==> config.mk <==
export PLATFORM = sky130hd
export DESIGN_NAME = pc_fetch
export DESIGN_NICKNAME = d
export VERILOG_FILES = /design/src/rtl/pc_fetch.sv
export SDC_FILE = /design/constraint.sdc
export NUM_CORES = 1
export LEC_CHECK = 0
export ABC_AREA = 1
export CAP_MARGIN = 30
export CORE_MARGIN = 2
export CORE_UTILIZATION = 44
export DETAILED_ROUTE_END_ITERATION = 10
export HOLD_SLACK_MARGIN = 0.06
export PLACE_DENSITY = 0.95
export SYNTH_ARGS = -nofsm -noshare
export SYNTH_HDL_FRONTEND = slang
export SYNTH_SLANG_ARGS = --single-unit
==> constraint.sdc <==
create_clock -name clk -period 3.8 [get_ports clk]
set_input_delay 0.57 -clock clk [delete_from_list [all_inputs] [get_ports clk]]
set_output_delay 0.57 -clock clk [all_outputs]
set_load 0.01 [all_outputs]
==> src/rtl/pc_fetch.sv <==
// PC register and single-outstanding instruction-fetch sequencer (REQ -> WAIT -> HOLD).
// Optional feature macro: PC_ALIGN_CHECK_EN (misaligned retire target traps into ERR).
module pc_fetch #(
    parameter logic [31:0] RESET_PC = 32'h0000_3000
) (
    input  logic        clk,
    input  logic        reset,
    output logic [31:0] pc_out,
    input  logic [31:0] new_pc,
    output logic        imem_req,
    output logic [31:0] imem_addr,
    input  logic        imem_gnt,
    input  logic        imem_rvalid,
    input  logic [31:0] imem_rdata,
    output logic        instr_valid,
    output logic [31:0] instr,
    output logic [31:0] instr_pc,
    input  logic        instr_ready,
    output logic [31:0] retire_cnt,
    output logic        align_err
);

    typedef enum logic [1:0] {
        S_REQ  = 2'd0,
        S_WAIT = 2'd1,
        S_HOLD = 2'd2
`ifdef PC_ALIGN_CHECK_EN
        ,S_ERR = 2'd3
`endif
    } state_t;

    state_t      r_state;
    state_t      w_state_nxt;
    logic [31:0] r_pc;
    logic [31:0] r_instr;
    logic [31:0] r_retire_cnt;
    logic        w_retire;
    logic [31:0] w_pc_nxt;

    assign w_retire = (r_state == S_HOLD) && instr_ready;

`ifdef PC_ALIGN_CHECK_EN
    logic r_align_err;
    logic w_misaligned;

    // Faulting target is loaded unmodified so it shows up on pc_out.
    assign w_misaligned = (new_pc[1:0] != 2'b00);
    assign w_pc_nxt     = new_pc;
    assign align_err    = r_align_err;
`else
    assign w_pc_nxt     = new_pc & ~32'h0000_0003;
    assign align_err    = 1'b0;
`endif

    always_comb begin
        w_state_nxt = r_state;
        case (r_state)
            S_REQ:  if (imem_gnt)    w_state_nxt = S_WAIT;
            S_WAIT: if (imem_rvalid) w_state_nxt = S_HOLD;
            S_HOLD: begin
                if (instr_ready) begin
`ifdef PC_ALIGN_CHECK_EN
                    w_state_nxt = w_misaligned ? S_ERR : S_REQ;
`else
                    w_state_nxt = S_REQ;
`endif
                end
            end
`ifdef PC_ALIGN_CHECK_EN
            S_ERR:  w_state_nxt = S_ERR;
`endif
            default: w_state_nxt = S_REQ;
        endcase
    end

    always_ff @(posedge clk) begin
        if (reset) begin
            r_state      <= S_REQ;
            r_pc         <= RESET_PC;
            r_instr      <= 32'h0;
            r_retire_cnt <= 32'h0;
        end else begin
            r_state <= w_state_nxt;
            if ((r_state == S_WAIT) && imem_rvalid)
                r_instr <= imem_rdata;
            if (w_retire) begin
                r_pc         <= w_pc_nxt;
                r_retire_cnt <= r_retire_cnt + 32'd1;
            end
        end
    end

`ifdef PC_ALIGN_CHECK_EN
    always_ff @(posedge clk) begin
        if (reset)
            r_align_err <= 1'b0;
        else if (w_retire && w_misaligned)
            r_align_err <= 1'b1;
    end
`endif

    // Outputs decode from registers only; no input-to-output paths.
    assign pc_out      = r_pc;
    assign imem_req    = (r_state == S_REQ);
    assign imem_addr   = r_pc;
    assign instr_valid = (r_state == S_HOLD);
    assign instr       = r_instr;
    assign instr_pc    = r_pc;
    assign retire_cnt  = r_retire_cnt;

endmodule

Yosys cells after proc, flatten, opt, wreduce, memory -nomap -nowiden
Index checks and enable logic that the tools add are counted.
{"block": "totals", "reg_bits": 96, "input_bits": 69, "output_inout_bits": 163}
{"block": "classes", "n_addsub": 1, "n_eq_ne": 5, "muxes": 4, "n_reduce_logical": 4}
{"op": "adder 32 x 1 -> 32 bit, second input constant", "n": 1}
{"op": "2-to-1 mux 2 bit", "n": 3}
{"op": "one-hot mux 2 bit (3 select lines)", "n": 1}
{"op": "inequality test 2 x 1 -> 1 bit, second input constant", "n": 2}
{"op": "AND reduction 3 bit", "n": 1}
{"op": "equality test 2 x 1 -> 1 bit, second input constant", "n": 1}
{"op": "equality test 2 bit, second input constant", "n": 1}
{"op": "logical AND 1 bit", "n": 2}
{"op": "zero test 2 bit", "n": 1}
{"op": "inequality test 2 bit, second input constant", "n": 1}

Longest topological paths before layout
{"block": "depth", "depth_word": 3, "ltp_mapped": 10, "depth_no_buf": 9}

Worst setup path before layout
Ideal clock, no wire load.
{"block": "synth_timing", "path_type": "register to register", "startpoint": "reg r_retire_cnt[1], in the netlist retire_cnt[1]", "endpoint": "reg r_retire_cnt[16], in the netlist retire_cnt[16]", "setup_ns": 0.128, "arrival_ns": 1.324, "t_required_ns": 3.672, "setup_slack_ns": 2.348, "path_stages_with_launch": 9, "n_path_buf": 0, "synth_period_minus_slack_ns": 1.452, "path_cell_list": "dfxtp_1 ha_1 inv_1 nor2_2 nand3_1 nor2_2 nand3b_1 o21ai_1 nor2_1"}
{"block": "synth_via", "elab_chain_len": 1}
{"element": "start, declared", "line": "36", "rtl": "logic [31:0] r_retire_cnt;"}
{"element": "start signal, assigned", "line": "88", "rtl": "r_retire_cnt <= r_retire_cnt + 32'd1;"}
{"element": "adder 32 x 1 -> 32 bit", "line": "88"}
No other way between the ends.
A chain may end at the register's enable or synchronous reset.

Worst setup path in the final report
{"block": "layout_timing", "startpoint": "in instr_ready", "endpoint": "reg r_retire_cnt[22], in the netlist retire_cnt[22]"}
{"block": "layout_via", "elab_chain_len": 1}
{"element": "start, declared", "line": "18", "rtl": "input logic instr_ready,"}
{"element": "logical AND 1 bit", "line": "40", "rtl": "assign w_retire = (r_state == S_HOLD) && instr_ready;"}
No other way between the ends.

==> results.yml <==
outcome:
  status: "completed"
synthesis:
  synth_edf_count: 0
  yosys_register_bits: 96
  avgSynthCellArea_sq_um: 7.29
  synth.area.top_cells: "dfxtp_1, buf_4, nand2_1"
  synth_top_area_share_pct: 41.6
  ys_warn_count: 0
  synth_area_leader_cell: "dfxtp_1"
  synthCells: 633
  synth-seq-area-share_pct: 41.6
  synth_flop_cell: "dfxtp_1"
  yosysUniqueCellTypes: 30
  async_reset_ff_share_pct: 0
  synthesis.area_sq_um: 4620
timing:
  fin_skew_ps: 12.4
  slew_viol_final: 0
  slew_headroom_pct: 44.6
  worstMarginPinSlew_ps: 831
  fin_crit_sh_pct: 66.7
  holdWs_ps: 450
  setup_viol: 0
  rsz0062_at_grt: "false"
  max_freq_mhz: 395
  tns_ps: 0
  fin_ws_ps: 1270
  period_minus_slack_ps: 2530
  hold_viol: 0
critical_path:
  crit_type: "in -> reg"
  startpoint_type: "primary input"
  worstPathArrival_ps: 2780
  cp_max_fo: 40
  cp_data_required_time_ps: 4040
  worstSetupEndpointType: "register"
grt:
  first_global_vias: 3987
  track_usage_pct: 21.1
  grt_use_met2_pct: 38.8
  top_usage_layer: "met2"
  grt_use_met3_pct: 3.68
  antenna_found_initial: 0
  grt_util_met1_pct: 25.0
  grt_overflow: 0
  grt_max_degree: 55
  grt_pass1_wl_um: 19400
clocking:
  clk_pin_slew_ps: 110
  htree_levels: 3
  cts.path.max_buffers: 2
  post_cts_resized: 0
  cts.sinks: 96
  hold_buffers: 0
  root_buffer: "clkbuf_8"
  clk_latency_ps: 370
  cts_setup_buffers: 0
  numCtsBuffers: 9
  cts_tree: "yes"
place:
  dp_slack_ps: 845
  dpl.hpwl_um: 9100
  dpl-instance-area_sq_um: 6420
  port-buffer-count: 222
  dpl.cell_count: 907
  place_congestion: 0.844
detailed_routing:
  via_per_inst: 4.79
  firstDrtPassIters: 4
  wire_per_inst_um: 13.3
  vias: 4419
  wl_um: 12300
  drtIter0Drc: 197
  drc: 0
  postRouteAntennaNets: 0
die:
  ios: 232
  die_area_sq_um: 11300
  core-area_sq_um: 10300
  rows: 37
  start_util_pct: 44.9
  die_h_um: 106
  die_x_um: 106
power_and_ir_drop:
  swShare_pct: 26.9
  power.switching_uw: 525
  seqPwrFrac_pct: 53.7
  power_frac_clock_pct: 34.2
  leakagePower_uw: 0.00235
  pwr-share-comb_pct: 12.1
  peakVddDrop_uv: 232
  internal-power_uw: 1430
  powerDensity_nw_per_um2: 295
hold_path:
  hold_class: "reg -> reg"
layout:
  multiInputGateArea_sq_um: 1820
  drive_gt1_share_pct: 6.23
  antennaDiodeCount: 0
  fillerInstances: 878
  final_nets: 852
  final_area_sq_um: 6620
  final_cells: 923
  area_delta_synth_final_pct: 43.4
  seqCellArea_sq_um: 1920
flow_run:
  drv_cap: 0
[area by class of cell]
class,instances,share of cell area [%]
Clock inverter,7,1.10
Multi-Input combinational cell,377,27.5
Tap cell,136,2.57
Sequential cell,96,29.0
Timing Repair Buffer,224,33.7
Inverter,74,4.20
Clock buffer,9,1.87
[stage by stage]
stage | total power [uW] | util (%)
2_1_floorplan | 1180 | -
3_3_place_gp | 1310 | 62.5
3_5_place_dp | 1310 | 62.5
4_1_cts | 1980 | 64.4
5_1_grt | 2050 | 64.4
6_report | 1960 | 64.4
[power groups by stage]
stage | clock, uW | sequential, uW | combinational [uW]
after floorplan | 0 | 1080 | 91.9
after global placement | 0 | 1070 | 234
after detailed placement | 0 | 1070 | 239
after CTS | 689 | 1050 | 239
after global routing | 736 | 1050 | 258
final | 669 | 1050 | 237
[logic make-up after synthesis]
group,count (synthesis),synth area share (%)
buffers and inverters,166,19.5
and+or+nand+nor,241,24.2
AOI/OAI and AO/OA,126,13.9
other,1,0.0812
adders and majority gates,1,0.271
DFF,96,41.6
xor gates and xnor gates,2,0.379
[worst paths after layout]
path | to | cells past startpoint | slack (ps) | startpoint
min | instr[0] | 2 | 450 | instr[0]
min reg2reg | instr[0] | 2 | 450 | instr[0]
max | retire_cnt[22] | 8 | 1270 | instr_ready
max reg2reg | retire_cnt[22] | 7 | 1550 | r_state[1]
[worst max-delay path, cell delays in order]
cell and delay [ps]:
clkdlybuf4s50_1 530, nand3_4 430, inv_2 710, nand2_1 100, nor2_1 150, nand2_1 80, xor2_1 140, nor2_1 60
[synthesized netlist by cell type (all sizes together), types with 2 or more instances]
| cell type | instances |
|---|---|
| nand3 | 36 |
| xor2 | 2 |
| clkbuf | 11 |
| nor3 | 6 |
| buf | 81 |
| nand2 | 125 |
| o21ai | 45 |
| nand3b | 2 |
| inv | 74 |
| a21oi | 76 |
| nor2 | 64 |
| o21a | 3 |
| dfxtp | 96 |
| nand4 | 7 |
[registers in the layout, indices dropped and copies added (netlist names)]
register    count
r_state         2
instr          32
retire_cnt     32
imem_addr      30
[routing by layer]
| metal | routed length [um] | up-vias |
|---|---|---|
| li1 | - | 2234 |
| met1 | 4890 | 2000 |
| met2 | 6360 | 168 |
| met3 | 792 | 17 |
| met4 | 235 | 0 |
| met5 | 0 | - |
[cells in the final DEF (no fill, tap or decap), types with 2 or more instances in the layout]
| cell type | netlist | layout |
|---|---|---|
| o21ai_0 | 40 | 40 |
| nor2_1 | 51 | 51 |
| conb_1 | 1 | 7 |
| nand3_2 | 4 | 5 |
| nand4_1 | 6 | 6 |
| nand3_1 | 29 | 28 |
| a21oi_1 | 76 | 76 |
| clkbuf_8 | 0 | 9 |
| nand2_1 | 124 | 124 |
| inv_2 | 6 | 6 |
| dfxtp_1 | 96 | 96 |
| clkdlybuf4s50_1 | 0 | 221 |
| nand3_4 | 3 | 3 |
| nor2_4 | 4 | 4 |
| buf_4 | 68 | 2 |
| o21ai_1 | 5 | 5 |
| o21a_1 | 3 | 3 |
| inv_1 | 68 | 68 |
| xor2_1 | 2 | 2 |
| inv_6 | 0 | 2 |
| nand3b_1 | 2 | 2 |
| nor3_1 | 6 | 6 |
| nor2_2 | 8 | 8 |
| inv_8 | 0 | 2 |
Note: power is estimated with default switching activity, not from simulation.
